===== src/rtl/axis_pkg.sv =====
`default_nettype none
// +--------------------------------------------------------------------+
// | Module   : axis_pkg                                                |
// | Purpose  : Shared constants for the stream read/write engines and |
// |            their command front-ends: FSM state indices and the     |
// |            default config-bus register map.                        |
// | Revision : 1.0  initial release                                    |
// +--------------------------------------------------------------------+
package axis_pkg;

  // Bit positions of the one-hot command-serialiser states
  localparam int unsigned ST_IDLE  = 0;
  localparam int unsigned ST_SEL   = 1;
  localparam int unsigned ST_ADR   = 2;
  localparam int unsigned ST_LEN   = 3;
  localparam int unsigned ST_COUNT = 4;

  // Default config-bus register map shared by the read and write engines
  localparam logic [4:0] CFG_SEL_REG  = 5'd23;
  localparam logic [4:0] CFG_DATA_REG = 5'd24;

  // One-hot encoding of the serialiser states
  typedef enum logic [ST_COUNT-1:0] {
    S_IDLE = 4'(1 << ST_IDLE),
    S_SEL  = 4'(1 << ST_SEL),
    S_ADR  = 4'(1 << ST_ADR),
    S_LEN  = 4'(1 << ST_LEN)
  } cmd_state_t;

endpackage
`default_nettype wire


===== src/rtl/axis_cmd_fifo.sv =====
`default_nettype none
// +--------------------------------------------------------------------+
// | Module   : axis_cmd_fifo                                           |
// | Purpose  : Small synchronous show-ahead FIFO with full/empty flags |
// |            and an occupancy count. Writes to a full FIFO and reads |
// |            from an empty FIFO are ignored.                         |
// | Revision : 1.0  initial release                                    |
// +--------------------------------------------------------------------+
module axis_cmd_fifo #(
  parameter int WIDTH  = 64,
  parameter int AWIDTH = 2
) (
  input  logic              clk,
  input  logic              rst,
  input  logic              i_wr_en,
  input  logic [WIDTH-1:0]  i_wr_data,
  input  logic              i_rd_en,
  output logic [WIDTH-1:0]  o_rd_data,
  output logic              o_full,
  output logic              o_empty,
  output logic [AWIDTH:0]   o_count
);

  localparam int              c_depth      = 1 << AWIDTH;
  localparam logic [AWIDTH:0] c_full_count = (AWIDTH+1)'(c_depth);
  localparam logic [AWIDTH:0] c_count_one  = (AWIDTH+1)'(1);
  localparam logic [AWIDTH-1:0] c_ptr_one  = AWIDTH'(1);

  logic [WIDTH-1:0]  r_mem [c_depth];
  logic [AWIDTH-1:0] r_wr_ptr;
  logic [AWIDTH-1:0] r_rd_ptr;
  logic [AWIDTH:0]   r_count;

  logic w_wr;
  logic w_rd;

  assign o_full    = (r_count == c_full_count);
  assign o_empty   = (r_count == '0);
  assign o_count   = r_count;
  assign o_rd_data = r_mem[r_rd_ptr];

  assign w_wr = i_wr_en & ~o_full;
  assign w_rd = i_rd_en & ~o_empty;

  // Storage array; contents need no reset since the pointers define validity
  always_ff @(posedge clk) begin
    if (w_wr) begin
      r_mem[r_wr_ptr] <= i_wr_data;
    end
  end

  // Pointers and occupancy; a simultaneous write and read leaves the count unchanged
  always_ff @(posedge clk) begin
    if (rst) begin
      r_wr_ptr <= '0;
      r_rd_ptr <= '0;
      r_count  <= '0;
    end else begin
      if (w_wr) begin
        r_wr_ptr <= r_wr_ptr + c_ptr_one;
      end
      if (w_rd) begin
        r_rd_ptr <= r_rd_ptr + c_ptr_one;
      end
      if (w_wr && !w_rd) begin
        r_count <= r_count + c_count_one;
      end else if (w_rd && !w_wr) begin
        r_count <= r_count - c_count_one;
      end
    end
  end

endmodule
`default_nettype wire


===== src/rtl/axis_read_cmd.sv =====
`default_nettype none
// +--------------------------------------------------------------------+
// | Module   : axis_read_cmd                                           |
// | Purpose  : Read-command front-end. Queues (address, length)        |
// |            commands, serialises each one onto the config bus as    |
// |            select / address / length beats, and pulses done as the |
// |            engine's output stream consumes each command in order.  |
// | Revision : 1.0  initial release                                    |
// +--------------------------------------------------------------------+
module axis_read_cmd
  import axis_pkg::*;
#(
  parameter int CFG_ID     = 1,
  parameter int CFG_ADDR   = int'(CFG_SEL_REG),
  parameter int CFG_DATA   = int'(CFG_DATA_REG),
  parameter int CFG_AWIDTH = 5,
  parameter int CFG_DWIDTH = 32,
  parameter int CMD_AWIDTH = 2
) (
  input  logic                  clk,
  input  logic                  rst,
  input  logic [CFG_DWIDTH-1:0] cmd_address,
  input  logic [CFG_DWIDTH-1:0] cmd_length,
  input  logic                  cmd_valid,
  output logic                  cmd_ready,
  output logic [CFG_AWIDTH-1:0] cfg_addr,
  output logic [CFG_DWIDTH-1:0] cfg_data,
  output logic                  cfg_valid,
  input  logic                  cfg_ready,
  input  logic                  strm_valid,
  input  logic                  strm_ready,
  output logic                  done,
  output logic                  busy,
  output logic                  err_unexp
);

  localparam int                    c_cmd_w     = 2 * CFG_DWIDTH;
  localparam logic [CMD_AWIDTH:0]   c_len_depth = (CMD_AWIDTH+1)'(1 << CMD_AWIDTH);
  localparam logic [CMD_AWIDTH:0]   c_len_one   = (CMD_AWIDTH+1)'(1);
  localparam logic [CFG_AWIDTH-1:0] c_sel_addr  = CFG_AWIDTH'(CFG_ADDR);
  localparam logic [CFG_AWIDTH-1:0] c_data_addr = CFG_AWIDTH'(CFG_DATA);
  localparam logic [CFG_DWIDTH-1:0] c_id        = CFG_DWIDTH'(CFG_ID);
  localparam logic [CFG_DWIDTH-1:0] c_cnt_one   = CFG_DWIDTH'(1);

  // Command queue
  logic                  w_cmd_wr;
  logic                  w_cmd_rd;
  logic [c_cmd_w-1:0]    w_cmd_head;
  logic                  w_cmd_full;
  logic                  w_cmd_empty;
  logic [CMD_AWIDTH:0]   w_cmd_count;
  logic [CFG_DWIDTH-1:0] w_head_addr;
  logic [CFG_DWIDTH-1:0] w_head_len;
  logic                  w_head_zero;

  // Pending-length queue
  logic                  w_len_push;
  logic                  w_len_pop;
  logic [CFG_DWIDTH-1:0] w_len_head;
  logic                  w_len_full;
  logic                  w_len_empty;
  logic [CMD_AWIDTH:0]   w_len_count;
  logic [CMD_AWIDTH:0]   w_len_after;

  // Serialiser control
  logic                  w_len_accept;
  logic                  w_idle_issue;
  logic                  w_idle_drop;
  logic                  w_chain;

  // Completion tracking
  logic                  w_beat;
  logic [CFG_DWIDTH-1:0] w_cnt_inc;

  cmd_state_t            r_state;
  logic [CFG_DWIDTH-1:0] r_hold_addr;
  logic [CFG_DWIDTH-1:0] r_hold_len;
  logic                  r_cfg_valid;
  logic [CFG_AWIDTH-1:0] r_cfg_addr;
  logic [CFG_DWIDTH-1:0] r_cfg_data;
  logic [CFG_DWIDTH-1:0] r_beat_cnt;
  logic                  r_done;
  logic                  r_err;
  logic                  r_busy;

  // The queue is held closed while rst is asserted so nothing is captured during reset
  assign cmd_ready = ~rst & ~w_cmd_full;
  assign w_cmd_wr  = cmd_valid & cmd_ready;

  assign w_head_addr = w_cmd_head[c_cmd_w-1:CFG_DWIDTH];
  assign w_head_len  = w_cmd_head[CFG_DWIDTH-1:0];
  assign w_head_zero = (w_head_len == '0);

  // Zero-length commands are popped and discarded straight from IDLE
  assign w_len_accept = (r_state == S_LEN) && cfg_ready;
  assign w_idle_drop  = (r_state == S_IDLE) && !w_cmd_empty && w_head_zero;
  assign w_idle_issue = (r_state == S_IDLE) && !w_cmd_empty && !w_head_zero && !w_len_full;

  // Occupancy of the length queue once this cycle's push and pop have both landed
  assign w_len_after = w_len_count + c_len_one - {{CMD_AWIDTH{1'b0}}, w_len_pop};
  assign w_chain     = w_len_accept && !w_cmd_empty && !w_head_zero && (w_len_after < c_len_depth);
  assign w_cmd_rd    = w_idle_drop | w_idle_issue | w_chain;
  assign w_len_push  = w_len_accept;

  assign w_beat    = strm_valid & strm_ready;
  assign w_cnt_inc = r_beat_cnt + c_cnt_one;
  assign w_len_pop = w_beat && !w_len_empty && (w_cnt_inc == w_len_head);

  assign cfg_valid = r_cfg_valid;
  assign cfg_addr  = r_cfg_addr;
  assign cfg_data  = r_cfg_data;
  assign done      = r_done;
  assign busy      = r_busy;
  assign err_unexp = r_err;

  axis_cmd_fifo #(
    .WIDTH  (c_cmd_w),
    .AWIDTH (CMD_AWIDTH)
  ) u_cmd_q (
    .clk       (clk),
    .rst       (rst),
    .i_wr_en   (w_cmd_wr),
    .i_wr_data ({cmd_address, cmd_length}),
    .i_rd_en   (w_cmd_rd),
    .o_rd_data (w_cmd_head),
    .o_full    (w_cmd_full),
    .o_empty   (w_cmd_empty),
    .o_count   (w_cmd_count)
  );

  axis_cmd_fifo #(
    .WIDTH  (CFG_DWIDTH),
    .AWIDTH (CMD_AWIDTH)
  ) u_len_q (
    .clk       (clk),
    .rst       (rst),
    .i_wr_en   (w_len_push),
    .i_wr_data (r_hold_len),
    .i_rd_en   (w_len_pop),
    .o_rd_data (w_len_head),
    .o_full    (w_len_full),
    .o_empty   (w_len_empty),
    .o_count   (w_len_count)
  );

  // Config serialiser: load a command, then walk SEL -> ADR -> LEN with registered bus outputs
  always_ff @(posedge clk) begin
    if (rst) begin
      r_state     <= S_IDLE;
      r_cfg_valid <= 1'b0;
      r_cfg_addr  <= '0;
      r_cfg_data  <= '0;
      r_hold_addr <= '0;
      r_hold_len  <= '0;
    end else begin
      unique case (r_state)
        S_IDLE: begin
          if (w_idle_issue) begin
            r_hold_addr <= w_head_addr;
            r_hold_len  <= w_head_len;
            r_state     <= S_SEL;
            r_cfg_valid <= 1'b1;
            r_cfg_addr  <= c_sel_addr;
            r_cfg_data  <= c_id;
          end
        end
        S_SEL: begin
          if (cfg_ready) begin
            r_state    <= S_ADR;
            r_cfg_addr <= c_data_addr;
            r_cfg_data <= r_hold_addr;
          end
        end
        S_ADR: begin
          if (cfg_ready) begin
            r_state    <= S_LEN;
            r_cfg_data <= r_hold_len;
          end
        end
        S_LEN: begin
          if (cfg_ready) begin
            if (w_chain) begin
              // Next command goes straight out with no idle cycle on the bus
              r_hold_addr <= w_head_addr;
              r_hold_len  <= w_head_len;
              r_state     <= S_SEL;
              r_cfg_addr  <= c_sel_addr;
              r_cfg_data  <= c_id;
            end else begin
              r_state     <= S_IDLE;
              r_cfg_valid <= 1'b0;
            end
          end
        end
        default: begin
          r_state     <= S_IDLE;
          r_cfg_valid <= 1'b0;
        end
      endcase
    end
  end

  // Count consumed stream words against the oldest pending length; flag orphan beats
  always_ff @(posedge clk) begin
    if (rst) begin
      r_beat_cnt <= '0;
      r_done     <= 1'b0;
      r_err      <= 1'b0;
    end else begin
      r_done <= w_len_pop;
      if (w_beat) begin
        if (w_len_empty) begin
          r_err <= 1'b1;
        end else if (w_len_pop) begin
          r_beat_cnt <= '0;
        end else begin
          r_beat_cnt <= w_cnt_inc;
        end
      end
    end
  end

  // Activity flag covering queued commands, an in-flight sequence and pending lengths
  always_ff @(posedge clk) begin
    if (rst) begin
      r_busy <= 1'b0;
    end else begin
      r_busy <= (w_cmd_count != '0) || (r_state != S_IDLE) || !w_len_empty;
    end
  end

endmodule
`default_nettype wire


===== config.mk =====
export PLATFORM = sky130hd
export DESIGN_NAME = axis_read_cmd
export DESIGN_NICKNAME = d
export VERILOG_FILES = /design/src/rtl/axis_pkg.sv /design/src/rtl/axis_cmd_fifo.sv /design/src/rtl/axis_read_cmd.sv
export SDC_FILE = /design/constraint.sdc
export NUM_CORES = 1
export LEC_CHECK = 0
export CORE_ASPECT_RATIO = 2
export CORE_MARGIN = 5
export CORE_UTILIZATION = 65
export DETAILED_ROUTE_END_ITERATION = 7
export MAX_ROUTING_LAYER = met4
export PLACE_DENSITY_LB_ADDON = 0.1
export SETUP_SLACK_MARGIN = 0.1
export SYNTH_ARGS = -nofsm -noshare
export SYNTH_HDL_FRONTEND = slang
export SYNTH_HIERARCHICAL = 1
export SYNTH_SLANG_ARGS = --single-unit

===== constraint.sdc =====
create_clock -name clk -period 12.1 [get_ports clk]
set_input_delay 2.42 -clock clk [delete_from_list [all_inputs] [get_ports clk]]
set_output_delay 2.42 -clock clk [all_outputs]
set_load 0.03 [all_outputs]

== Yosys cells after proc, flatten, opt, wreduce, memory -nomap -nowiden ==
Memories as Yosys holds them, arrays and structs flattened. A register that Yosys moved wholly into a read port is not among the register bits.
Cells that the tools add are included.

* Register bits: 155
* RAM bits: 384
* Word-level logic and storage cells: 141
* Memories: 2

{| class="wikitable"
|+ Memories
! name !! words !! bits a word !! read ports !! clocked after Yosys merged registers in !! write ports !! RTL line !! RTL
|-
| u_cmd_q.r_mem || 4 || 64 || 1 || 1 || 1 || axis_cmd_fifo.sv:29 || <nowiki>logic [WIDTH-1:0] r_mem [c_depth];</nowiki>
|-
| u_len_q.r_mem || 4 || 32 || 1 || 1 || 1 || axis_cmd_fifo.sv:29 ||
|}

* Add/sub/neg operators: 10
* $lt $le $gt $ge: 1
* Equal/unequal tests: 14
* Multiplexer cells: 42
* Bitwise gates (word level): 15
* Reduce and logical (&&, ||, !) cells: 41

{| class="wikitable"
|+ Operator list
! operator !! number
|-
| 32-bit 2-to-1 mux || 12
|-
| 32-bit one-hot mux with 2 select lines || 2
|-
| 32-bit one-hot mux with 4 select lines || 1
|-
| 32-bit by 1-bit adder with 32-bit output (second input constant) || 1
|-
| 32-bit == test || 1
|-
| 32-bit logical NOT || 1
|-
| 5-bit 2-to-1 mux || 4
|-
| 4-bit 2-to-1 mux || 4
|-
| 4-bit one-hot mux with 4 select lines || 1
|-
| 5-bit one-hot mux with 3 select lines || 1
|-
| 1-bit logical AND || 14
|-
| 3-bit 2-to-1 mux || 4
|-
| 2-bit inequality test (second input constant) || 6
|-
| 4-bit AND reduction || 3
|-
| 2-bit 2-to-1 mux || 5
|-
| 2-bit by 1-bit adder with 2-bit output (second input constant) || 4
|-
| 1-bit logical NOT || 8
|-
| 1-bit AND || 7
|-
| 1-bit 2-to-1 mux || 7
|-
| 3-bit by 1-bit adder with 3-bit output (second input constant) || 2
|-
| 3-bit == test (second input constant) || 2
|-
| 3-bit logical NOT || 2
|-
| 1-bit NOT || 6
|-
| 6-bit AND reduction || 1
|-
| 17 further kinds || 24
|}

== Longest topological paths before layout ==
Gate-level depths: netlist (run 1).

* Depth in word-level cells: 12
* Gate-level depth with buffers: 20
* Depth with buffers taken out: 17

== Hierarchy ==
Netlist (run 1), hierarchy kept.

{| class="wikitable"
|+ By module, submodules not included
! module !! times used !! cells each !! area an instance (um^2)
|-
| axis_cmd_fifo at u_cmd_q || 1 || 382 || 9,778.1
|-
| axis_read_cmd || 1 || 942 || 7,558.5
|-
| axis_cmd_fifo at u_len_q || 1 || 215 || 5,132.4
|}

== Worst setup path before layout (run 1) ==
No wires, ideal clock.

* Path type: in2reg
* Start: input strm_valid
* End: register u_cmd_q.r_count[2] (netlist: u_cmd_q/o_count[2])
* Arrival: 5.696 ns
* Required time: 12.030 ns
* Setup slack: 6.334 ns
* Cell stages on the path: 17
* Cells stage by stage: nand3b_1 nor3_1 o211ai_1 nor4b_1 nand4_1 nor4_2 clkbuf_1 clkbuf_1 o22a_1 nand2_1 o31ai_2 ha_1 inv_1 fa_1 xor2_1 or3_1 a21oi_1

* Cells in the longest elaborated chain, start to end: 11
* Elaborated cells between the ends (all ways): 13
* Classes of those cells: add/sub: 1; order compare: 1; mux: 1; bitwise: 3; reduce/logical: 7

{| class="wikitable"
|+ Ends and longest elaborated chain
! what !! RTL line !! RTL
|-
| from (decl) || axis_read_cmd.sv:30 || <nowiki>input logic strm_valid,</nowiki>
|-
| 1-bit AND * || axis_read_cmd.sv:105 || <nowiki>assign w_beat = strm_valid & strm_ready;</nowiki>
|-
| 1-bit logical AND * (2 in a row) || axis_read_cmd.sv:107 || <nowiki>assign w_len_pop = w_beat && !w_len_empty && (w_cnt_inc == w_len_head);</nowiki>
|-
| 3-bit by 1-bit subtractor with 3-bit output * || axis_read_cmd.sv:100 || <nowiki>assign w_len_after = w_len_count + c_len_one - {{CMD_AWIDTH{1'b0}}, w_len_pop};</nowiki>
|-
| 3-bit < comparator * || axis_read_cmd.sv:101 || <nowiki>assign w_chain = w_len_accept && !w_cmd_empty && !w_head_zero && (w_len_after < c_len_depth);</nowiki>
|-
| 1-bit logical AND * || axis_read_cmd.sv:101 ||
|-
| 1-bit OR * || axis_read_cmd.sv:102 || <nowiki>assign w_cmd_rd = w_idle_drop | w_idle_issue | w_chain;</nowiki>
|-
| named net w_cmd_rd || axis_read_cmd.sv:47 || <nowiki>logic w_cmd_rd;</nowiki>
|-
| 1-bit AND * || axis_cmd_fifo.sv:43 || <nowiki>assign w_rd = i_rd_en & ~o_empty;</nowiki>
|-
| 1-bit logical NOT || axis_cmd_fifo.sv:65 || <nowiki>if (w_wr && !w_rd) begin</nowiki>
|-
| 1-bit logical AND || axis_cmd_fifo.sv:65 ||
|-
| 3-bit 2-to-1 mux / 2-bit nonzero test (equally long branches) || - ||
|-
| to (signal assigned) || axis_cmd_fifo.sv:66 || <nowiki>r_count <= r_count + c_count_one;</nowiki>
|-
| to (signal assigned) || axis_cmd_fifo.sv:68 || <nowiki>r_count <= r_count - c_count_one;</nowiki>
|-
| to (decl) || axis_cmd_fifo.sv:32 || <nowiki>logic [AWIDTH:0] r_count;</nowiki>
|}

The timed path passes the listed nets; every way through them passes the cells marked *.
A chain may end at the register's enable or synchronous reset.

== Worst setup path after layout (run 1) ==
* Start: input strm_ready
* End: register r_hold_len[30]

* Cells in the longest elaborated chain, start to end: 8

{| class="wikitable"
|+ Ends and longest elaborated chain
! what !! RTL line !! RTL
|-
| from (decl) || axis_read_cmd.sv:31 || <nowiki>input logic strm_ready,</nowiki>
|-
| 1-bit AND || axis_read_cmd.sv:105 ||
|-
| 1-bit logical AND (2 in a row) || axis_read_cmd.sv:107 ||
|-
| 3-bit by 1-bit subtractor with 3-bit output || axis_read_cmd.sv:100 ||
|-
| 3-bit < comparator || axis_read_cmd.sv:101 ||
|-
| 1-bit logical AND || axis_read_cmd.sv:101 ||
|-
| 2-bit inequality test (no line) || - ||
|-
| 4-bit AND reduction (no line) || - ||
|-
| to (signal assigned) || axis_read_cmd.sv:160 || <nowiki>r_hold_len <= w_head_len;</nowiki>
|-
| to (signal assigned) || axis_read_cmd.sv:185 || <nowiki>r_hold_len <= w_head_len;</nowiki>
|-
| to (decl) || axis_read_cmd.sv:77 || <nowiki>logic [CFG_DWIDTH-1:0] r_hold_len;</nowiki>
|}

No other way between the ends.

==> impl_metrics.yaml, run 1 <==
status:
  run_status: "complete, no violations"
timing:
  final.setup_skew_ns: 0.02232
  timing_max_transition_violations_final: 0
  rsz0062_at_grt: "no"
  final_hold_viol_count: 0
  fin_worst_hold_slack_ns: 0.4638
  final_setup_fails: 0
  maxClockFrequency_mhz: 142.7
  post-route-period-util: 0.5793
  tns_ns: 0
  worst_slew_margin_rel: 0.1981
  fin_ws_ns: 5.090
  tightest_slew_ns: 1.203
  finalCriticalPeriod_ns: 7.010
floorplan:
  fp-row-count: 96
  die_width_um: 141.5
  core_area_mm2: 0.03423
  ioPinCount: 112
  fp.dieArea_mm2: 0.03861
  initial_core_util: 0.6564
  fp.dieH_um: 272.9
critical_path:
  timing.critical_path.from: "strm_ready"
  cp_data_arrival_time_ns: 7.49
  cp-end-kind: "register"
  timing_worst_setup_path_type: "in2reg"
  worstPathRequired_ns: 12.58
  setup.worst_path.start_class: "input pin"
  reg2reg_start: "r_beat_cnt[0]"
  critical_path_peak_fanout: 66
synth:
  avgSynthCellArea_um2: 14.60
  synth.ff_latch_count: 541
  async_flop_share: 0
  synthCells: 1539
  synth_edf_count: 384
  synth.cell_area_mm2: 0.02247
  synth.yosys.seq_area_share: 0.6531
  yosysWarnings: 6
  total_nets_after_synthesis: 1622
  leading_register_cell_type_out_of_synthesis: "sky130_fd_sc_hd__edfxtp_1"
  netlist-cell-type-count: 73
final_layout:
  area_delta_synth_final_pct: 12.86
  design_area_mm2: 0.02536
  final_cell_mix: "sky130_fd_sc_hd__edfxtp_1 (384), sky130_fd_sc_hd__nand2_1 (176), sky130_fd_sc_hd__dfxtp_1 (154), sky130_fd_sc_hd__clkdlybuf4s50_1 (110), sky130_fd_sc_hd__mux4_2 (90)"
  num-fill-cells: 2109
  antenna_cells_inserted: 0
  regArea_mm2: 0.01468
  final_net_count: 1701
  final_layout_size_suffix_gt1_frac: 0.1311
  final-instance-count-excl-fill: 2096
  layout.cells.most_common: "sky130_fd_sc_hd__edfxtp_1"
  area_of_the_multi_input_gates_mm2: 0.007152
global_routing:
  grtUsageTotal: 0.3051
  grt_overflow: 0
  number_of_antenna_violations_at_the_first_check_in_global_routing: 0
  grt_pass1_vias: 14040
  grt_use_met2: 0.5275
  groute.layer.met3.usage: 0.04255
  globalRoute.busiestLayer: "met2"
  grt_max_degree: 77
  met1_usage: 0.3342
  global_route_wire_length_before_repair_um: 84970
route:
  detailedRoute.firstIterationViolations: 995
  routed_length_per_placed_instance_um: 27.02
  routed_wirelength_um: 56630
  vias_per_cell: 6.524
  route.antenna.remaining_nets: 0
  num_vias: 13680
  route.detailed.drc: 0
  dr.pass1.iters: 7
power_and_ir_drop:
  share_clk_of_total_power: 0.316
  power_per_cell_area_mw_per_mm2: 194.6
  switchingPower_mw: 1.400
  power_report.internal_total_mw: 3.536
  combPwrFrac: 0.209
  power.ir.vdd_worst_v: 0.0002033
  p_leak_nw: 8.084
  power.switching_fraction: 0.2836
  sequentialPowerShare: 0.475
clocking:
  insertion_delay_ns: 0.57
  clockBufferDepth: 3
  post_cts_resize_count: 0
  root_buffer: "sky130_fd_sc_hd__clkbuf_16"
  cts_tree: "done"
  hold_buf_cts: 0
  clock_sink_count: 541
  cts_post_setup_buffers_inserted: 0
  cts_buffers: 45
  cts.htree.levels: 2
  clkSlewWorstSetupHoldPaths_ns: 0.07
placed_design:
  place.detailed.hpwl_um: 37420
  numPlacedInstances: 2012
  placement.setup.worst_slack_ns: 4.595
  buffers_on_ports: 111
  gp_routability_congestion: 0.9817
  dpl_cell_area_mm2: 0.02375
job:
  cap_violations: 0
hold_path:
  timing.hold.worst.start: "r_hold_addr[19]"
  hold_path.class: "reg2reg"
[critical path, stage by stage]
cell and delay, ns:
sky130_fd_sc_hd__clkdlybuf4s50_1 0.50, sky130_fd_sc_hd__nand3b_1 0.48, sky130_fd_sc_hd__nor3_1 0.34, sky130_fd_sc_hd__o211ai_1 0.27, sky130_fd_sc_hd__nor4b_1 0.36, sky130_fd_sc_hd__nand4_1 0.19
sky130_fd_sc_hd__nor4_4 0.30, sky130_fd_sc_hd__buf_4 0.42, sky130_fd_sc_hd__mux2i_4 0.29, sky130_fd_sc_hd__buf_4 0.38, sky130_fd_sc_hd__or3_4 0.20, sky130_fd_sc_hd__buf_4 0.87
sky130_fd_sc_hd__mux2i_1 0.32
[per-stage QoR]
step / util / power [mW]
after floorplan: - / 3.112
after global placement: 0.6938 / 3.373
after detailed placement: 0.6938 / 3.408
after CTS: 0.7408 / 4.961
after global routing: 0.7408 / 5.121
final: 0.7408 / 4.935
[Yosys cell counts, types with 12 or more instances]
| cell type | number | area share |
|---|---|---|
| sky130_fd_sc_hd__a211oi_1 | 34 | 0.011 |
| sky130_fd_sc_hd__or4_1 | 12 | 0.0040 |
| sky130_fd_sc_hd__nand4_1 | 19 | 0.0053 |
| sky130_fd_sc_hd__buf_2 | 22 | 0.0049 |
| sky130_fd_sc_hd__nand3b_1 | 15 | 0.0050 |
| sky130_fd_sc_hd__edfxtp_1 | 384 | 0.51 |
| sky130_fd_sc_hd__nand3_1 | 15 | 0.0033 |
| sky130_fd_sc_hd__dfxtp_1 | 157 | 0.14 |
| sky130_fd_sc_hd__nor2_1 | 50 | 0.0084 |
| sky130_fd_sc_hd__nand2b_1 | 14 | 0.0039 |
| sky130_fd_sc_hd__and2_1 | 12 | 0.0033 |
| sky130_fd_sc_hd__a21oi_1 | 49 | 0.011 |
| sky130_fd_sc_hd__or3_1 | 24 | 0.0067 |
| sky130_fd_sc_hd__nand2_1 | 176 | 0.029 |
| sky130_fd_sc_hd__mux2i_1 | 72 | 0.032 |
| sky130_fd_sc_hd__xnor2_1 | 22 | 0.0086 |
| sky130_fd_sc_hd__inv_1 | 16 | 0.0027 |
| sky130_fd_sc_hd__nor4_1 | 22 | 0.0061 |
| sky130_fd_sc_hd__mux4_2 | 90 | 0.090 |
| sky130_fd_sc_hd__nor3_1 | 49 | 0.011 |
| sky130_fd_sc_hd__clkbuf_1 | 61 | 0.010 |
| sky130_fd_sc_hd__a22oi_1 | 33 | 0.011 |
| sky130_fd_sc_hd__o21ai_0 | 40 | 0.0089 |
| sky130_fd_sc_hd__xor2_1 | 24 | 0.0094 |
[power by group through the flow]
stage	clock (mW)	sequential [mW]	combinational, mW
after floorplan	0	2.35	0.760
after global placement	0	2.37	1.00
after detailed placement	0	2.38	1.03
after CTS	1.58	2.34	1.04
after global routing	1.66	2.36	1.11
final	1.56	2.35	1.03
[routing by layer]
layer	routed length [um]	vias to the layer above
li1	-	6100
met1	19070	6873
met2	30210	542
met3	3237	160
met4	4114	0
met5	0	-
[cell type report]
type                            count  area share
Multi-Input combinational cell    876      0.2820
Clock buffer                       64     0.05087
Inverter                           17    0.002615
Tap cell                          441     0.02176
Clock inverter                     20     0.01248
Sequential cell                   541      0.5789
Timing Repair Buffer              137     0.05131
[cells by family after synthesis]
family                   count (synthesis)  synth area share
AND/OR/NAND/NOR                        438           0.09784
buffers and inverters                  122           0.03096
adder cells (fa/ha/maj)                 13          0.007907
XOR/XNOR                                46           0.01793
flip-flops                             541            0.6531
multiplexers                           169            0.1298
AO/OA/AOI/OAI                          210           0.06248
[path summary, 6_finish.rpt]
check | depth (start not counted) | slack [ns] | to
setup / recovery | 13 | 5.09 | r_hold_len[30]
hold / removal | 2 | 0.46 | r_hold_addr[19]
setup reg to reg | 13 | 6.09 | r_hold_len[30]
hold reg to reg | 2 | 0.46 | r_hold_addr[19]
[registers in the layout, summed over array words and instances, names as in the netlist, named ones only]
signal and flops:
busy 1, cfg_addr 3, cfg_data 32, cfg_valid 1, done 1, err_unexp 1
r_beat_cnt 32, r_hold_addr 32, r_hold_len 32, r_state 4, u_cmd_q/o_count 3, u_cmd_q/r_mem 256
u_cmd_q/r_rd_ptr 2, u_cmd_q/r_wr_ptr 2, u_len_q/o_count 3, u_len_q/r_mem 128, u_len_q/r_rd_ptr 2, u_len_q/r_wr_ptr 2
Note: power is estimated with default switching activity, not from simulation.
==> run 2, diff against run 1 <==
--- a/config.mk
+++ b/config.mk
@@ -7,7 +7,7 @@
 export LEC_CHECK = 0
 export CORE_ASPECT_RATIO = 2
 export CORE_MARGIN = 5
-export CORE_UTILIZATION = 65
+export CORE_UTILIZATION = 60
 export DETAILED_ROUTE_END_ITERATION = 7
 export MAX_ROUTING_LAYER = met4
 export PLACE_DENSITY_LB_ADDON = 0.1
==> constraint.sdc (replaced) <==
create_clock -name clk -period 7.3 [get_ports clk]
set_input_delay 1.46 -clock clk [delete_from_list [all_inputs] [get_ports clk]]
set_output_delay 1.46 -clock clk [all_outputs]
set_load 0.03 [all_outputs]
==> run 2 against run 1 <==
  * Hold slack better by 0.0012 ns
  * Clock power is 76% higher
  * Power is 69% higher
  * Count of clock-buffer cells in the layout is 13 lower
  * First-iteration DRC count is 0.90% lower
  * Non-clock buffer count is 10 higher
  * Routed wire length is 0.17% higher
  * Sequential power is 66% higher
  * Global-route usage is 2.4 points lower
  * Register-to-register slack worse by 4.2 ns
  * Critical path depth is 4 higher
==> impl_metrics.yaml, run 2 (synthesized netlist as in run 1, its figures left out) <==
critical_path:
  timing_worst_setup_path_type: "reg2reg"
  timing.critical_path.slowest_cell_delay_ns: 1.02
  cp_data_arrival_time_ns: 5.94
  timing.critical_path.from: "r_beat_cnt[0]"
  worstPathRequired_ns: 7.80
  crit_slowest_cell: "sky130_fd_sc_hd__nor4_1"
  cp-end-kind: "register"
  reg2reg_start: "r_beat_cnt[0]"
  cp_common_cell: "sky130_fd_sc_hd__ha_1"
  setup.worst_path.start_class: "register"
  critical_path_peak_fanout: 17
  ff2ff_setup_slack_ns: 1.86
  rr_worst_depth: 17
  cp_cell_sequence: "ha_1 -> nand4_1 -> nor4_1 -> nand3b_1 -> xnor2_1 -> a2111o_1 -> nor4_4 -> buf_4 -> o22a_1 -> nand2_1 -> o31ai_2 -> ha_1 -> inv_1 -> fa_1 -> xor2_1 -> or3_1 -> a21oi_1"
final_layout:
  final-instance-count-excl-fill: 2123
  area_delta_synth_final_pct: 13.77
  final_net_count: 1711
  flip_flop_count_of_the_largest_register_all_copies_and_words_added: 256
  design_area_mm2: 0.02556
  layout.cells.most_common: "sky130_fd_sc_hd__edfxtp_1"
  post_layout_utilization_of_the_core: 0.6879
  final_cell_mix: "sky130_fd_sc_hd__edfxtp_1 (384), sky130_fd_sc_hd__nand2_1 (176), sky130_fd_sc_hd__dfxtp_1 (154), sky130_fd_sc_hd__clkdlybuf4s50_1 (110), sky130_fd_sc_hd__mux4_2 (90)"
  largest_registers: "u_cmd_q/r_mem (256), u_len_q/r_mem (128)"
  final_layout_size_suffix_gt1_frac: 0.1382
  antenna_cells_inserted: 0
  top_register: "u_cmd_q/r_mem"
global_routing:
  grt_max_degree: 90
  global_route_wire_length_before_repair_um: 85390
  grtUsageTotal: 0.2809
  grt_overflow: 0
  grt_pass1_vias: 13980
  number_of_antenna_violations_at_the_first_check_in_global_routing: 0
clocking:
  post_cts_resize_count: 0
  cts.htree.levels: 2
  clock_sink_count: 541
  cts_tree: "done"
  cts_buffers: 45
  hold_buf_cts: 0
  clockBufferDepth: 3
  clkSlewWorstSetupHoldPaths_ns: 0.07
  cts_post_setup_buffers_inserted: 0
  insertion_delay_ns: 0.58
  root_buffer: "sky130_fd_sc_hd__clkbuf_16"
timing:
  maxClockFrequency_mhz: 183.8
  timing_max_transition_violations_final: 0
  tns_ns: 0
  rsz0062_at_grt: "no"
  worst_slew_margin_rel: 0.3036
  finalCriticalPeriod_ns: 5.442
  post-route-period-util: 0.7455
  fin_ws_ns: 1.858
  final_setup_fails: 0
  final_hold_viol_count: 0
  fin_worst_hold_slack_ns: 0.4650
  tightest_slew_ns: 1.035
  final.setup_skew_ns: 0.02065
route:
  dr.pass1.iters: 5
  detailedRoute.firstIterationViolations: 986
  vias_per_cell: 6.387
  route.antenna.remaining_nets: 0
  routed_length_per_placed_instance_um: 26.72
  routed_wirelength_um: 56730
  num_vias: 13560
  route.detailed.drc: 0
placed_design:
  numPlacedInstances: 2040
  buffers_on_ports: 111
  dpl_cell_area_mm2: 0.02386
  place.detailed.hpwl_um: 39780
  gp_routability_congestion: 1.082
  placement.setup.worst_slack_ns: 1.538
power_and_ir_drop:
  power_per_cell_area_mw_per_mm2: 325.6
  p_leak_nw: 8.189
  power_mw: 8.323
  power.ir.vdd_worst_v: 0.0002404
floorplan:
  fp.dieH_um: 283.7
  core_area_mm2: 0.03716
  fp.dieArea_mm2: 0.04165
  ioPinCount: 112
  fp-row-count: 100
  initial_core_util: 0.6046
  die_width_um: 146.8
hold_path:
  timing.hold.worst.start: "r_hold_addr[20]"
  hold_path.class: "reg2reg"
  timing.hold.worst_path_depth: 2
status:
  run_status: "complete, no violations"
job:
  cap_violations: 0
[run 2: layout make-up]
class | count | area [um2]
clock buffers | 51 | 1190
multi-input cells | 876 | 7158
clock inverters | 32 | 518.0
repair buffers | 147 | 1376
inverters | 17 | 66.31
well taps | 459 | 574.3
flip-flops and latches | 541 | 14680
fillers | 2505 | 11600
[run 2: worst max-delay path: cells and delay by family, from the launching register on]
kind | cells | cell delay [ns]
and+or+nand+nor | 6 | 2.35
adders and majority gates | 3 | 0.95
AOI/OAI and AO/OA | 4 | 0.80
DFF | 1 | 0.48
buffers and inverters | 2 | 0.39
xor gates and xnor gates | 2 | 0.36
[run 2: final timing paths]
path | endpoint
min | r_hold_addr[20]
max reg2reg | u_cmd_q/o_count[2]
min reg2reg | r_hold_addr[20]
max | u_cmd_q/o_count[2]
[run 2: power breakdown]
part / internal (mW) / leakage, nW / switching (mW) / total (mW)
logic: 0.756 / 2.57 / 0.917 / 1.67
registers: 3.60 / 4.78 / 0.301 / 3.90
clock network: 1.65 / 0.835 / 1.10 / 2.75
[run 2: metal layers]
| layer | vias to the layer above | part of all wire | GRT usage |
|---|---|---|---|
| met5 | - | 0 | - |
| met4 | 0 | 0.077 | 0.1797 |
| met3 | 163 | 0.055 | 0.04442 |
| met2 | 476 | 0.53 | 0.4857 |
| met1 | 6803 | 0.33 | 0.2963 |
| li1 | 6118 | - | - |
